## src/rtl/mc_ctrl.sv

```systemverilog
// Multi-cycle control FSM for the MIPS-subset CPU (fetch/decode/execute/memory/write-back).
// Optional performance counters are enabled with `define MC_CTRL_PERF_EN.
module mc_ctrl (
  input  logic        clk,
  input  logic        reset_n,
  input  logic [5:0]  op,
  input  logic [5:0]  funct,
  input  logic        zero,
  input  logic        mem_ready,
  output logic        mem_req,
  output logic        mem_sel,
  output logic        mem_we,
  output logic        ir_write,
  output logic        pc_write,
  output logic [1:0]  npc_src,
  output logic [1:0]  reg_src,
  output logic [1:0]  reg_dst,
  output logic        reg_write,
  output logic [2:0]  alu_op,
  output logic        alu_src,
  output logic [1:0]  ext_op,
  output logic [3:0]  state,
  output logic        illegal,
  output logic [31:0] instret,
  output logic [31:0] cycles
);

  typedef enum logic [3:0] {
    S_FETCH  = 4'd0,
    S_DECODE = 4'd1,
    S_EXEC   = 4'd2,
    S_ALUWB  = 4'd3,
    S_ADDR   = 4'd4,
    S_MEMRD  = 4'd5,
    S_MEMWB  = 4'd6,
    S_MEMWR  = 4'd7,
    S_BRANCH = 4'd8,
    S_JUMP   = 4'd9,
    S_LUIWB  = 4'd10,
    S_TRAP   = 4'd15
  } state_t;

  typedef enum logic [3:0] {
    C_ADDU, C_SUBU, C_ORI, C_LW, C_SW, C_BEQ, C_LUI, C_JAL, C_JR, C_NOP, C_ILL
  } cls_t;

  state_t cur, nxt;
  cls_t   cls, dec_cls;

  // NOTE: every variable assigned in an always_comb gets a default first, so no path can infer a latch.
  always_comb begin
    dec_cls = C_ILL;
    case (op)
      6'h00: begin
        case (funct)
          6'h21:   dec_cls = C_ADDU;
          6'h23:   dec_cls = C_SUBU;
          6'h08:   dec_cls = C_JR;
          6'h00:   dec_cls = C_NOP;
          default: dec_cls = C_ILL;
        endcase
      end
      6'h0d:   dec_cls = C_ORI;
      6'h23:   dec_cls = C_LW;
      6'h2b:   dec_cls = C_SW;
      6'h04:   dec_cls = C_BEQ;
      6'h0f:   dec_cls = C_LUI;
      6'h03:   dec_cls = C_JAL;
      default: dec_cls = C_ILL;
    endcase
  end

  always_comb begin
    nxt = cur;
    case (cur)
      S_FETCH:  nxt = mem_ready ? S_DECODE : S_FETCH;
      S_DECODE: begin
        case (dec_cls)
          C_ADDU, C_SUBU, C_ORI: nxt = S_EXEC;
          C_LW, C_SW:            nxt = S_ADDR;
          C_BEQ:                 nxt = S_BRANCH;
          C_LUI:                 nxt = S_LUIWB;
          C_JAL, C_JR:           nxt = S_JUMP;
          C_NOP:                 nxt = S_FETCH;
          default:               nxt = S_TRAP;
        endcase
      end
      S_EXEC:   nxt = S_ALUWB;
      S_ADDR:   nxt = (cls == C_LW) ? S_MEMRD : S_MEMWR;
      S_MEMRD:  nxt = mem_ready ? S_MEMWB : S_MEMRD;
      S_MEMWR:  nxt = mem_ready ? S_FETCH : S_MEMWR;
      S_ALUWB, S_MEMWB, S_BRANCH, S_JUMP, S_LUIWB: nxt = S_FETCH;
      S_TRAP:   nxt = S_TRAP;
      default:  nxt = S_TRAP;
    endcase
  end

  // NOTE: sequential state uses non-blocking assignments so all registers update from pre-edge values.
  always_ff @(posedge clk or negedge reset_n) begin
    if (!reset_n) begin
      cur     <= S_FETCH;
      cls     <= C_NOP;
      illegal <= 1'b0;
    end else begin
      cur <= nxt;
      if (cur == S_DECODE) begin
        cls <= dec_cls;
        if (dec_cls == C_ILL) illegal <= 1'b1;
      end
    end
  end

  // Strobes are decoded from the state; the reset gate makes mem_req/mem_we drop the instant reset_n falls.
  always_comb begin
    mem_req   = 1'b0;
    mem_sel   = 1'b0;
    mem_we    = 1'b0;
    ir_write  = 1'b0;
    pc_write  = 1'b0;
    npc_src   = 2'd0;
    reg_src   = 2'd0;
    reg_dst   = 2'd0;
    reg_write = 1'b0;
    alu_op    = 3'd0;
    alu_src   = 1'b0;
    ext_op    = 2'd0;
    if (reset_n) begin
      case (cur)
        S_FETCH: begin
          mem_req  = 1'b1;
          ir_write = mem_ready;
          pc_write = mem_ready;
        end
        S_EXEC: begin
          case (cls)
            C_SUBU:  alu_op = 3'd1;
            C_ORI:   begin alu_op = 3'd3; alu_src = 1'b1; ext_op = 2'd1; end
            default: alu_op = 3'd0;
          endcase
        end
        S_ALUWB: begin
          reg_write = 1'b1;
          reg_dst   = (cls == C_ORI) ? 2'd0 : 2'd1;
        end
        S_ADDR:  alu_src = 1'b1;
        S_MEMRD: begin mem_req = 1'b1; mem_sel = 1'b1; end
        S_MEMWB: begin reg_write = 1'b1; reg_src = 2'd1; end
        S_MEMWR: begin mem_req = 1'b1; mem_sel = 1'b1; mem_we = 1'b1; end
        S_BRANCH: begin
          alu_op   = 3'd1;
          pc_write = zero;
          npc_src  = 2'd1;
        end
        S_JUMP: begin
          pc_write = 1'b1;
          if (cls == C_JAL) begin
            npc_src   = 2'd2;
            reg_write = 1'b1;
            reg_src   = 2'd3;
            reg_dst   = 2'd2;
          end else begin
            npc_src = 2'd3;
          end
        end
        S_LUIWB: begin
          ext_op    = 2'd2;
          reg_src   = 2'd2;
          reg_write = 1'b1;
        end
        default: ;
      endcase
    end
  end

  assign state = cur;

`ifdef MC_CTRL_PERF_EN
  // Any entry into FETCH from another state retires exactly one instruction.
  always_ff @(posedge clk or negedge reset_n) begin
    if (!reset_n) begin
      instret <= 32'd0;
      cycles  <= 32'd0;
    end else begin
      if (cur != S_TRAP) cycles <= cycles + 32'd1;
      if (cur != S_FETCH && nxt == S_FETCH) instret <= instret + 32'd1;
    end
  end
`else
  assign instret = 32'd0;
  assign cycles  = 32'd0;
`endif

endmodule
```

## config.mk

```make
export PLATFORM = sky130hd
export DESIGN_NAME = mc_ctrl
export DESIGN_NICKNAME = d
export VERILOG_FILES = /design/src/rtl/mc_ctrl.sv
export SDC_FILE = /design/constraint.sdc
export NUM_CORES = 1
export LEC_CHECK = 0
export ABC_AREA = 1
export BUFFER_PORTS_ARGS = -buffer_cell sky130_fd_sc_hd__buf_2
export CORE_AREA = 5 5 79 81
export DETAILED_ROUTE_END_ITERATION = 10
export DIE_AREA = 0 0 84 86
export GPL_ROUTABILITY_DRIVEN = 0
export SLEW_MARGIN = 20
export SYNTH_ARGS = -nofsm -noshare
export SYNTH_HDL_FRONTEND = slang
export SYNTH_SLANG_ARGS = --single-unit
```

## constraint.sdc

```tcl
create_clock -name clk -period 1.3 [get_ports clk]
set_input_delay 0.195 -clock clk [delete_from_list [all_inputs] [get_ports clk]]
set_output_delay 0.195 -clock clk [all_outputs]
set_load 0.005 [all_outputs]
```

==> metrics.md, run 1 <==
| Metric | Value |
|---|---|
| Clock Pin Slew Worst Setup and Hold Paths | `0.04 ns` |
| Initial antenna violation count | `0` |
| Crit end category | `output port` |
| CP max stage delay | `0.52 ns` |
| Final Hold Viols | `0` |
| VDD IR-drop max | `0.209 mV` |
| Final setup skew | `0.00293 ns` |
| Drt pass-1 iters | `4` |
| Largest net degree at the start of global routing | `10` |
| Total of max-cap violations | `0` |
| Remaining Overflow, GRT | `0` |
| CTS tree | `done` |
| Number of buffers created by CTS | `3` |
| H-tree depth | `1` |
| Seq/Total Area, Yosys | `0.148` |
| Distinct cell type count after synthesis | `26` |
| Fin crit share | `1.27` |
| Crit path arrival time | `1.46 ns` |
| Slowest stage cell, crit path | `dfstp_2` |
| WS Path Type | `flop to output port` |
| Nets | `337` |
| Endpoints failing setup | `19` |
| XOR/XNOR share of the synthesized area | `0` |
| Die Ht | `86 um` |
| CP Cell Sequence | `nand2_1 > nor3_2 > inv_1 > nor2_4 > nand2_2 > o21ai_1 > buf_2` |
| Drt via density | `3.82` |
| Multiplexer share of the synthesized area | `0` |
| Simple-gate area share of the yosys netlist | `0.363` |
| Residual DRC count | `0` |
| P per Cell Area | `386 mW/mm^2` |
| Setup ws final | `-0.352 ns` |
| Total routed wirelength | `3.72 mm` |
| Port bufs | `37` |
| Largest family of logic cells by synthesized area | `buffers and inverters` |
| Total vias in the final route | `1499` |
| Critical Path RT | `1.11 ns` |
| Overall routing resource usage | `0.0976` |
| Initial DRC Count | `24` |
| Routed len/inst | `9.50 um` |
| Fmax | `605 MHz` |
| Die area | `0.00722 mm^2` |
| Die width | `84 um` |
| I/O Pins | `103` |
| Failing checks | `negative setup slack` |
| Dpl ws | `-0.187 ns` |
| Layout cells sized above 1 | `0.406` |
| Outcome | `finished with violations` |
| Worst-path fanout max | `4` |
| Leakage power | `1.06 nW` |
| Fill count | `638` |
| Area of the core | `0.00541 mm^2` |
| Register bit total from synthesis | `9` |
| Post-synthesis compound-gate area fraction | `0.0796` |
| CTS Sinks | `9` |
| Min Hold Slack | `0.0491 ns` |
| Initial Utilization | `0.285` |
| Post-Synthesis Cells | `251` |
| Clk_lat worst skew | `0.23 ns` |
| Diodes inserted | `0` |
| RSZ-0062 raised after global routing | `yes` |
| Mean Syn Cell Area | `6.14 um^2` |
| Synth Cell Area | `0.00154 mm^2` |
| HP Class | `primary input to asynchronous set/reset pin` |
| Ys Warns | `0` |
| Adder-cell area share of the yosys netlist | `0` |
| Vias in the first global route | `1432` |
| Top cell family by delay on the critical path | `flip-flops` |
| CTS Buffer Depth | `2` |
| Row count | `27` |
| Startpoint types | `flop` |
| CTS root buf | `clkbuf_8` |
| First-pass GRT wire length | `5.99 mm` |
| Layout area overhead | `29.2%` |
| Final critical-path required period | `1.65 ns` |
| HPWL Detailed | `3.12 mm` |
| Max Transition Viols Final | `0` |
| Detail Route Antenna Nets | `0` |
| Bufs and invs on worst path | `2` |
==> final timing paths <==
path / from / end / slack [ns] / cells after the start
setup reg to reg: state[3]$_DFF_PN0_ / illegal$_DFFE_PN0P_ / -0.03 / 8
min in group clk: mem_ready / state[1]$_DFF_PN0_ / 0.35 / 5
max in group asynchronous: reset_n / state[0]$_DFF_PN0_ / 0.46 / 3
hold / removal: reset_n / cls[3]$_DFFE_PN1P_ / 0.05 / 2
setup / recovery: cls[0]$_DFFE_PN1P_ / reg_write / -0.35 / 7
hold reg to reg: illegal$_DFFE_PN0P_ / illegal$_DFFE_PN0P_ / 0.46 / 2
==> placed cells by master (no fill, tap or decap) <==
cell type      instances
o21ai_1                6
clkbuf_1               1
nor2_1                25
dfrtp_1                3
nor2_4                 9
nand3b_4               1
nor4_4                 1
inv_2                 12
a21boi_2               1
dfrtp_2                4
conb_1                65
nor2_2                 9
o22ai_1                1
a21oi_1                5
nand2_4                1
nand2_2               11
o211a_1                1
nand4_1                1
buf_4                 26
buf_6                  3
dlygate4sd3_1          1
buf_2                 37
nor3_2                 2
dfstp_2                2
nor3_4                 1
nor3_1                 1
a21oi_2                2
nand2_1               38
clkbuf_8               3
o21ai_0                6
nand3_1               14
buf_12                 1
inv_1                 21
nand3b_1               1
nand3_2                4
==> layout make-up <==
class                           count  area [um^2]  share of cell area
Timing Repair Buffer               68          444               0.223
Sequential cell                     9          233               0.117
Tap cell                           72         90.1              0.0453
Inverter                           33          124              0.0622
Multi-Input combinational cell    206         1050               0.530
Clock buffer                        4         45.0              0.0226
==> where the power goes <==
group | total [W] | internal (W) | switching [W]
sequential | 0.000282 | 0.000282 | 0
clock | 0.000312 | 0.000213 | 0.0000995
combinational | 0.000175 | 0.0000458 | 0.000129
==> logic make-up (layout without fill, tap and decap cells) <==
| logic type | after synthesis | in the layout |
|---|---|---|
| simple gates | 119 | 119 |
| buf+inv | 100 | 105 |
| compound gates | 22 | 22 |
| flops | 9 | 9 |
| other cells | 1 | 65 |
==> layer usage <==
metal  vias to the layer above  GRT usage  part of all wire
met3                        13     0.0154             0.078
met2                        63      0.166              0.49
li1                        782          -                 -
met1                       641      0.114              0.39
met5                         -          0                 0
met4                         0     0.0629             0.045
==> worst register-to-register path: stages, from the launching register on <==
cell      delay [ns]
dfrtp_2         0.44
nor2_2          0.13
inv_1           0.06
buf_4           0.16
nor2_4          0.10
buf_6           0.12
a21boi_2        0.15
nand2_1         0.07
nand2_1         0.05
==> flip-flops by register name, indices dropped and copies added (netlist names) <==
signal   count
illegal      1
cls          4
state        4
==> per-stage QoR <==
stage / std cells / util / power, W / instance area (um^2) / TNS (ns)
floorplan: 315 / - / 0.000536 / 1780 / 0
global placement: 386 / 0.330 / 0.000447 / 1780 / -1.16
detailed placement: 386 / 0.330 / 0.000449 / 1780 / -1.47
CTS: 393 / 0.351 / 0.000776 / 1900 / -5.98
global route: 392 / 0.368 / 0.000828 / 1990 / -7.07
finish: 392 / 0.368 / 0.000769 / 1990 / -4.50
==> cells in the mapped netlist <==
cell | n | share of area
nand3b_4 | 1 | 0.013
nand3b_1 | 1 | 0.0049
a21oi_1 | 7 | 0.023
buf_6 | 1 | 0.0073
nor2_2 | 4 | 0.016
inv_2 | 4 | 0.0097
dfstp_2 | 2 | 0.034
o22ai_1 | 1 | 0.0041
clkbuf_1 | 1 | 0.0024
nor2_4 | 3 | 0.022
o211a_1 | 1 | 0.0065
nand3_1 | 16 | 0.052
nor2_1 | 36 | 0.088
nor4_1 | 1 | 0.0041
inv_1 | 29 | 0.071
nand2_1 | 45 | 0.11
nor3_1 | 4 | 0.013
nand4_1 | 1 | 0.0041
a21boi_2 | 1 | 0.0073
nand2_4 | 1 | 0.0073
nand3_2 | 2 | 0.013
o21ai_0 | 12 | 0.039
conb_1 | 1 | 0.0024
buf_4 | 65 | 0.32
dfrtp_1 | 7 | 0.11
nand2_2 | 4 | 0.016
==> what timing repair did <==
action,CTS,global route
hold endpoints to repair,7,0
resized for setup,13,43
pin swaps,1,8
buffers inserted,2,2
setup endpoints to repair,24,26
hold buffers,1,0
Power figures use the tool's default switching activity.
==> inputs of run 2 (changes only) <==
--- a/config.mk
+++ b/config.mk
@@ -6,12 +6,13 @@
 export NUM_CORES = 1
 export LEC_CHECK = 0
 export ABC_AREA = 1
-export BUFFER_PORTS_ARGS = -buffer_cell sky130_fd_sc_hd__buf_2
 export CORE_AREA = 5 5 79 81
 export DETAILED_ROUTE_END_ITERATION = 10
 export DIE_AREA = 0 0 84 86
+export DONT_BUFFER_PORTS = 1
 export GPL_ROUTABILITY_DRIVEN = 0
 export SLEW_MARGIN = 20
 export SYNTH_ARGS = -nofsm -noshare
 export SYNTH_HDL_FRONTEND = slang
 export SYNTH_SLANG_ARGS = --single-unit
+export TNS_END_PERCENT = 30
==> run 2 against run 1 <==
- the flow still finishes with violations (negative setup slack)
- cell count shrank 9.2%
- first-iteration DRC count rose by 25%
- combinational power decreased by 19%
- sequential cell count is the same
- largest power group unchanged
- hold slack gained 0.19 ns
- critical path depth rose by 1
- setup slack better by 0.022 ns
- critical path type unchanged
==> metrics.md, run 2 (same netlist as run 1, synthesis figures left out) <==
| Metric | Value |
|---|---|
| Layout cells sized above 1 | `0.359 (-0.0471)` |
| Clk_lat worst skew | `0.23 ns (about the same)` |
| Crit path arrival time | `1.44 ns (-0.02 ns)` |
| M3 GR Usage | `0.0173 (+0.00192)` |
| Die area | `0.00722 mm^2 (unchanged)` |
| Crit path from | `state[0]$_DFF_PN0_` |
| VDD IR-drop max | `0.201 mV (-3.8%)` |
| Remaining Overflow, GRT | `0 (unchanged)` |
| Die Ht | `86 um (unchanged)` |
| Nets | `301 (-11%)` |
| Clock Pin Slew Worst Setup and Hold Paths | `0.04 ns (about the same)` |
| Met1 GRT Util | `0.109 (-0.00515)` |
| Final Hold Viols | `0 (unchanged)` |
| Diodes inserted | `0 (unchanged)` |
| Fmax | `613 MHz (+1.3%)` |
| Total of max-cap violations | `0 (unchanged)` |
| Total vias in the final route | `1379 (-8.0%)` |
| CTS tree | `done` |
| Final Total Pwr | `0.000735 W (-4.5%)` |
| I/O Pins | `103 (unchanged)` |
| Endpoints failing setup | `26 (+7)` |
| Fin crit share | `1.25 (-0.0167)` |
| Initial Utilization | `0.285 (unchanged)` |
| Total routed wirelength | `3.69 mm (-0.89%)` |
| HP Class | `primary input to flop` |
| Setup ws final | `-0.331 ns (+0.0217 ns)` |
| Final critical-path required period | `1.63 ns (-0.0217 ns)` |
| Met2 Usage GRT | `0.169 (+0.00289)` |
| Critical Path RT | `1.11 ns (about the same)` |
| Residual DRC count | `0 (unchanged)` |
| Vias in the first global route | `1304 (-8.9%)` |
| Grt peak-use layer | `met2` |
| Drt via density | `3.87 (+1.3%)` |
| RSZ-0062 raised after global routing | `yes` |
| Crit end category | `output port` |
| Most frequent cells in the layout | `conb_1 (65), nand2_1 (41), buf_4 (28)` |
| CP max stage delay | `0.44 ns (-0.08 ns)` |
| Row count | `27 (unchanged)` |
| Drt pass-1 iters | `4 (unchanged)` |
| CTS Sinks | `9 (unchanged)` |
| Max Transition Viols Final | `0 (unchanged)` |
| HPWL Detailed | `2.94 mm (-5.9%)` |
| CTS root buf | `clkbuf_8` |
| Startpoint types | `flop` |
| Area of the core | `0.00541 mm^2 (unchanged)` |
| Slowest stage cell, crit path | `dfrtp_2` |
| Layout area overhead | `18.5%` |
| Most common cell after layout, fill and taps aside | `conb_1` |
| First-pass GRT wire length | `5.75 mm (-3.9%)` |
| Number of buffers created by CTS | `3 (unchanged)` |
| Top cell family by delay on the critical path | `flip-flops` |
| CTS Buffer Depth | `2 (unchanged)` |
| Initial antenna violation count | `0 (unchanged)` |
| CP Cell Sequence | `buf_6 > nor2_4 > inv_2 > nor2_1 > inv_1 > nor2_2 > inv_2 > a21oi_2` |
| Die width | `84 um (unchanged)` |
| Port bufs | `0 (-100%)` |
| Critical hold path startpoint | `mem_ready` |
| CP most frequent cell | `inv_2` |
| H-tree depth | `1 (unchanged)` |
| P per Cell Area | `402 mW/mm^2 (+4.2%)` |
| Leakage power | `0.895 nW (-15%)` |
| Failing checks | `negative setup slack` |
| Final setup skew | `0.00104 ns (-0.00189 ns)` |
| Core Util, Final | `0.338 (-0.0306)` |
| Largest net degree at the start of global routing | `13 (+3)` |
| Overall routing resource usage | `0.0940 (-0.00360)` |
| Outcome | `finished with violations` |
| Bufs and invs on worst path | `4 (+2)` |
| Detail Route Antenna Nets | `0 (unchanged)` |
| Worst reg2reg startpoint | `state[1]$_DFF_PN0_` |
| Initial DRC Count | `30 (+25%)` |
| Worst-path fanout max | `4 (unchanged)` |
| WS Path Type | `flop to output port` |
| Routed len/inst | `10.4 um (+9.1%)` |
==> run 2: tightest hold or removal path, cell delays in order <==
cell     delay, ns
nand3_1       0.06
nand3_1       0.08
nor2_1        0.04
nand2_1       0.05
==> run 2: area by class of cell <==
class / count / area, um^2
Timing Repair Buffer: 32 / 254
Multi-Input combinational cell: 206 / 1080
Fill cell: 644 / 3580
Sequential cell: 9 / 231
Clock buffer: 4 / 45.0
Tap cell: 72 / 90.1
Inverter: 33 / 124
==> run 2: where the power goes <==
| part | switching, W | internal, W | leakage [nW] |
|---|---|---|---|
| Combinational | 0.000112 | 0.0000289 | 0.791 |
| Sequential | 0 | 0.000282 | 0.0813 |
| Clock | 0.0000995 | 0.000213 | 0.0228 |
==> run 2: stage by stage <==
stage / setup slack (ns) / instances / cell area [um^2] / setup TNS (ns) / hold WS [ns]
after floorplan: 0.00358 / 315 / 1780 / 0 / -0.101
after global placement: -0.0991 / 339 / 1510 / -0.636 / -0.0999
after CTS: -0.271 / 351 / 1720 / -4.18 / 0.236
after global routing: -0.390 / 356 / 1830 / -6.51 / 0.284
after detailed placement: -0.106 / 339 / 1510 / -0.909 / -0.0998
final: -0.331 / 356 / 1830 / -4.25 / 0.239
==> run 2: path summary, 6_finish.rpt <==
check / endpoint / slack (ns) / depth (start not counted)
max: pc_write / -0.33 / 8
min: state[1]$_DFF_PN0_ / 0.24 / 4
max reg2reg: illegal$_DFFE_PN0P_ / -0.16 / 9
min reg2reg: illegal$_DFFE_PN0P_ / 0.50 / 2
max in group asynchronous: cls[0]$_DFFE_PN1P_ / 0.64 / 1
min in group asynchronous: state[2]$_DFF_PN0_ / 0.34 / 1
==> run 2: repair_timing <==
action | CTS | global route
buffers inserted | 7 | 5
hold buffers | 1 | 0
gates resized for setup | 35 | 29
endpoints found under the setup margin | 22 | 26
endpoints found under the hold margin | 9 | 0
pin swaps | 6 | 12
==> run 2: routing by layer <==
metal,wire length (um),vias to the layer above,part of all wire
li1,-,711,-
met5,0,-,0
met3,306,5,0.083
met4,61,0,0.017
met2,1940,61,0.53
met1,1390,602,0.38
==> inputs of run 3 (changes only) <==
--- a/config.mk
+++ b/config.mk
@@ -5,12 +5,12 @@
 export SDC_FILE = /design/constraint.sdc
 export NUM_CORES = 1
 export LEC_CHECK = 0
-export ABC_AREA = 1
-export CORE_AREA = 5 5 79 81
+export CORE_AREA = 5 5 78 80
 export DETAILED_ROUTE_END_ITERATION = 10
-export DIE_AREA = 0 0 84 86
+export DIE_AREA = 0 0 83 85
 export DONT_BUFFER_PORTS = 1
 export GPL_ROUTABILITY_DRIVEN = 0
+export PLACE_DENSITY = 0.41
 export SLEW_MARGIN = 20
 export SYNTH_ARGS = -nofsm -noshare
 export SYNTH_HDL_FRONTEND = slang
==> run 3 against run 2 <==
- the flow still finishes with violations (negative setup slack)
- highest routed layer unchanged
- via count down 4.8%
- largest power group unchanged
- critical path depth is 4 lower
- hold slack worse by 0.050 ns
- clock power grew 3%
- utilization up 0.66 points
- cell area is 0.69% higher
- clock-buffer cell count decreased by 1
==> metrics.md, run 3 <==
| Metric | Value |
|---|---|
| Reg power frac | `0.391 (+0.008)` |
| DP Cell Count | `297 (-12%)` |
| FFs w/ async S/R, synth | `1.00 (unchanged)` |
| Startpoint types | `flop` |
| Fmax | `563 MHz (-8.2%)` |
| Seq/Total Area, Yosys | `0.152 (+0.00382)` |
| Distinct cell type count after synthesis | `50 (+92%)` |
| Outcome | `finished with violations` |
| Drt via density | `4.29 (+11%)` |
| Fin crit share | `1.37 (+0.112)` |
| P per Cell Area | `392 mW/mm^2 (-2.6%)` |
| Post-synth EDFFs | `0 (unchanged)` |
| Synth Cell Area | `0.00150 mm^2 (-2.5%)` |
| Total routed wirelength | `3.91 mm (+6.0%)` |
| Clk_lat worst skew | `0.23 ns (about the same)` |
| Layout area overhead | `22.4%` |
| Residual DRC count | `0 (unchanged)` |
| CTS tree | `done` |
| WS Path Type | `flop to output port` |
| Setup ws final | `-0.477 ns (-0.146 ns)` |
| Leakage power | `0.846 nW (-5.5%)` |
| Switching power total | `0.000195 W (-8.0%)` |
| Initial antenna violation count | `0 (unchanged)` |
| Total of max-cap violations | `0 (unchanged)` |
| RSZ-0062 raised after global routing | `yes` |
| Fill count | `591 (-8.2%)` |
| Top post-synthesis cells by area | `buf_4 (33%), dfrtp_1 (12%), nor3_1 (5.0%)` |
| Area of the multi-input gates | `0.00114 mm^2 (+5.1%)` |
| CTS Buffer Depth | `2 (unchanged)` |
| Row count | `27 (unchanged)` |
| Mean Syn Cell Area | `7.32 um^2 (+19%)` |
| DP Area | `0.00155 mm^2 (+2.5%)` |
| HP Class | `primary input to flop` |
| Final Total Pwr | `0.000720 W (-2.0%)` |
| Post-route cell area | `0.00184 mm^2 (+0.69%)` |
| Most common cell after layout, fill and taps aside | `conb_1` |
| Top-count cell post-synth | `buf_4` |
| CTS Sinks | `9 (unchanged)` |
| Synth area leader | `buf_4` |
| CTS root buf | `clkbuf_8` |
| Sequential cell area | `228 um^2 (-1.6%)` |
| Number of buffers created by CTS | `3 (unchanged)` |
| Failing checks | `negative setup slack` |
| VDD IR-drop max | `0.262 mV (+30%)` |
| Routed len/inst | `12.8 um (+23%)` |
| Finished Layout Cells | `306 (-14%)` |
| Sw Share | `0.270 (-0.0177)` |
| Endpoints failing setup | `24 (-7.7%)` |
| Initial DRC Count | `29 (-3.3%)` |
| Final setup skew | `0.00364 ns (+0.00259 ns)` |
| Comb pwr share | `0.165 (-0.027)` |
| First-pass GRT wire length | `5.87 mm (+1.9%)` |
| Max Transition Viols Final | `0 (unchanged)` |
| Die width | `83 um (-1.2%)` |
| Ys Warns | `0 (unchanged)` |
| Most frequent cells in the layout | `conb_1 (65), buf_4 (28), nand2_1 (12)` |
| Die area | `0.00706 mm^2 (-2.3%)` |
| Remaining Overflow, GRT | `0 (unchanged)` |
| Nets | `251 (-17%)` |
| Internal Power | `0.000526 W (+0.48%)` |
| Total vias in the final route | `1313 (-4.8%)` |
| H-tree depth | `1 (unchanged)` |
| Port bufs | `0 (unchanged)` |
| Clock Power Share | `0.444 (+0.019)` |
| Crit path arrival time | `1.58 ns (+0.14 ns)` |
| Critical Path RT | `1.11 ns (about the same)` |
| Drt pass-1 iters | `4 (unchanged)` |
| Final critical-path required period | `1.78 ns (+0.146 ns)` |
| Register bit total from synthesis | `9 (unchanged)` |
| Layout cells sized above 1 | `0.312 (-0.0472)` |
| Initial Utilization | `0.281 (-0.00366)` |
| Detail Route Antenna Nets | `0 (unchanged)` |
| Post-Synthesis Cells | `205 (-18%)` |
| Largest net degree at the start of global routing | `22 (+9)` |
| Die Ht | `85 um (-1.2%)` |
| Worst-path fanout max | `2 (-2)` |
| HPWL Detailed | `3.00 mm (+2.1%)` |
| Clock Pin Slew Worst Setup and Hold Paths | `0.05 ns (about the same)` |
| Final Hold Viols | `0 (unchanged)` |
| Overall routing resource usage | `0.0993 (+0.00527)` |
| Crit end category | `output port` |
| Vias in the first global route | `1200 (-8.0%)` |
| Most frequent cells after synthesis | `buf_4 (65), nor3_1 (15), nand2_1 (13), nor2_1 (13), clkbuf_1 (8)` |
| Diodes inserted | `0 (unchanged)` |
| Ys flop type | `dfrtp_1` |
| I/O Pins | `103 (unchanged)` |
| Post-synth top area share | `0.325 (+0.00818)` |
| Area of the core | `0.00534 mm^2 (-1.2%)` |
==> run 3: cell count changes after synthesis, moves of 5 or more <==
cell	delta
nand2_1	-32
nand3_1	-13
o21ai_0	-5
nand2b_1	+7
nor2_1	-23
inv_1	-26
clkbuf_1	+7
nor3_1	+11
==> run 3: per-layer routing <==
metal,global-route usage,vias up,part of all wire
li1,-,645,-
met1,0.126,606,0.42
met2,0.167,60,0.49
met3,0.0223,2,0.085
met4,0.0312,0,0.0079
met5,0,-,0
==> run 3: cells by family after synthesis <==
family,share of synthesized area
buf+inv,0.367
simple gates,0.269
compound gates,0.184
flops,0.152
xor+xnor,0.0117
mux,0.0142
other cells,0.00250
==> run 3: path summary, 6_finish.rpt <==
kind	slack, ns	from	end	cells after the start
worst max-delay path	-0.48	cls[0]$_DFFE_PN1P_	alu_op[0]	4
worst max register to register	-0.42	state[3]$_DFF_PN0_	state[3]$_DFF_PN0_	5
max in group asynchronous	0.65	reset_n	cls[0]$_DFFE_PN1P_	1
min in group asynchronous	0.33	reset_n	state[1]$_DFF_PN0_	1
worst min register to register	0.52	illegal$_DFFE_PN0P_	illegal$_DFFE_PN0P_	1
worst min-delay path	0.19	op[4]	state[1]$_DFF_PN0_	2
==> run 3: power groups by stage <==
stage | logic (W) | registers [W] | clock network, W
5_1_grt | 0.000136 | 0.000281 | 0.000341
6_report | 0.000119 | 0.000281 | 0.000320
3_3_place_gp | 0.000105 | 0.000285 | 0
2_1_floorplan | 0.000228 | 0.000285 | 0
4_1_cts | 0.000113 | 0.000281 | 0.000329
3_5_place_dp | 0.000104 | 0.000285 | 0
==> run 3: area by class of cell <==
| type | instances | share of cell area |
|---|---|---|
| multi-input cells | 181 | 0.618 |
| repair buffers | 37 | 0.176 |
| flip-flops and latches | 9 | 0.124 |
| well taps | 72 | 0.0490 |
| clock buffers | 3 | 0.0225 |
| inverters | 3 | 0.00817 |
| clock inverters | 1 | 0.00272 |
==> run 3: stage by stage <==
stage | utilization | TNS, ns | worst slack, ns | hold slack [ns]
final | 0.344 | -6.18 | -0.477 | 0.189
after global routing | 0.344 | -8.21 | -0.554 | 0.195
after CTS | 0.331 | -6.68 | -0.482 | 0.187
after detailed placement | 0.290 | -4.01 | -0.430 | -0.0999
after global placement | 0.290 | -3.92 | -0.386 | -0.0998
after floorplan | - | -2.17 | -0.578 | -0.101
==> run 3: critical path: stages (launching register included) <==
cell	delay [ns]
dfstp_2	0.54
xor2_1	0.15
nand4b_1	0.18
a2111oi_4	0.33
buf_4	0.16
==> run 3: repair_timing <==
item,in CTS,in global routing
pin swaps,9,10
endpoints found under the setup margin,26,26
setup buffers,3,2
hold buffers,1,0
resized for setup,30,14
hold endpoints to repair,9,0
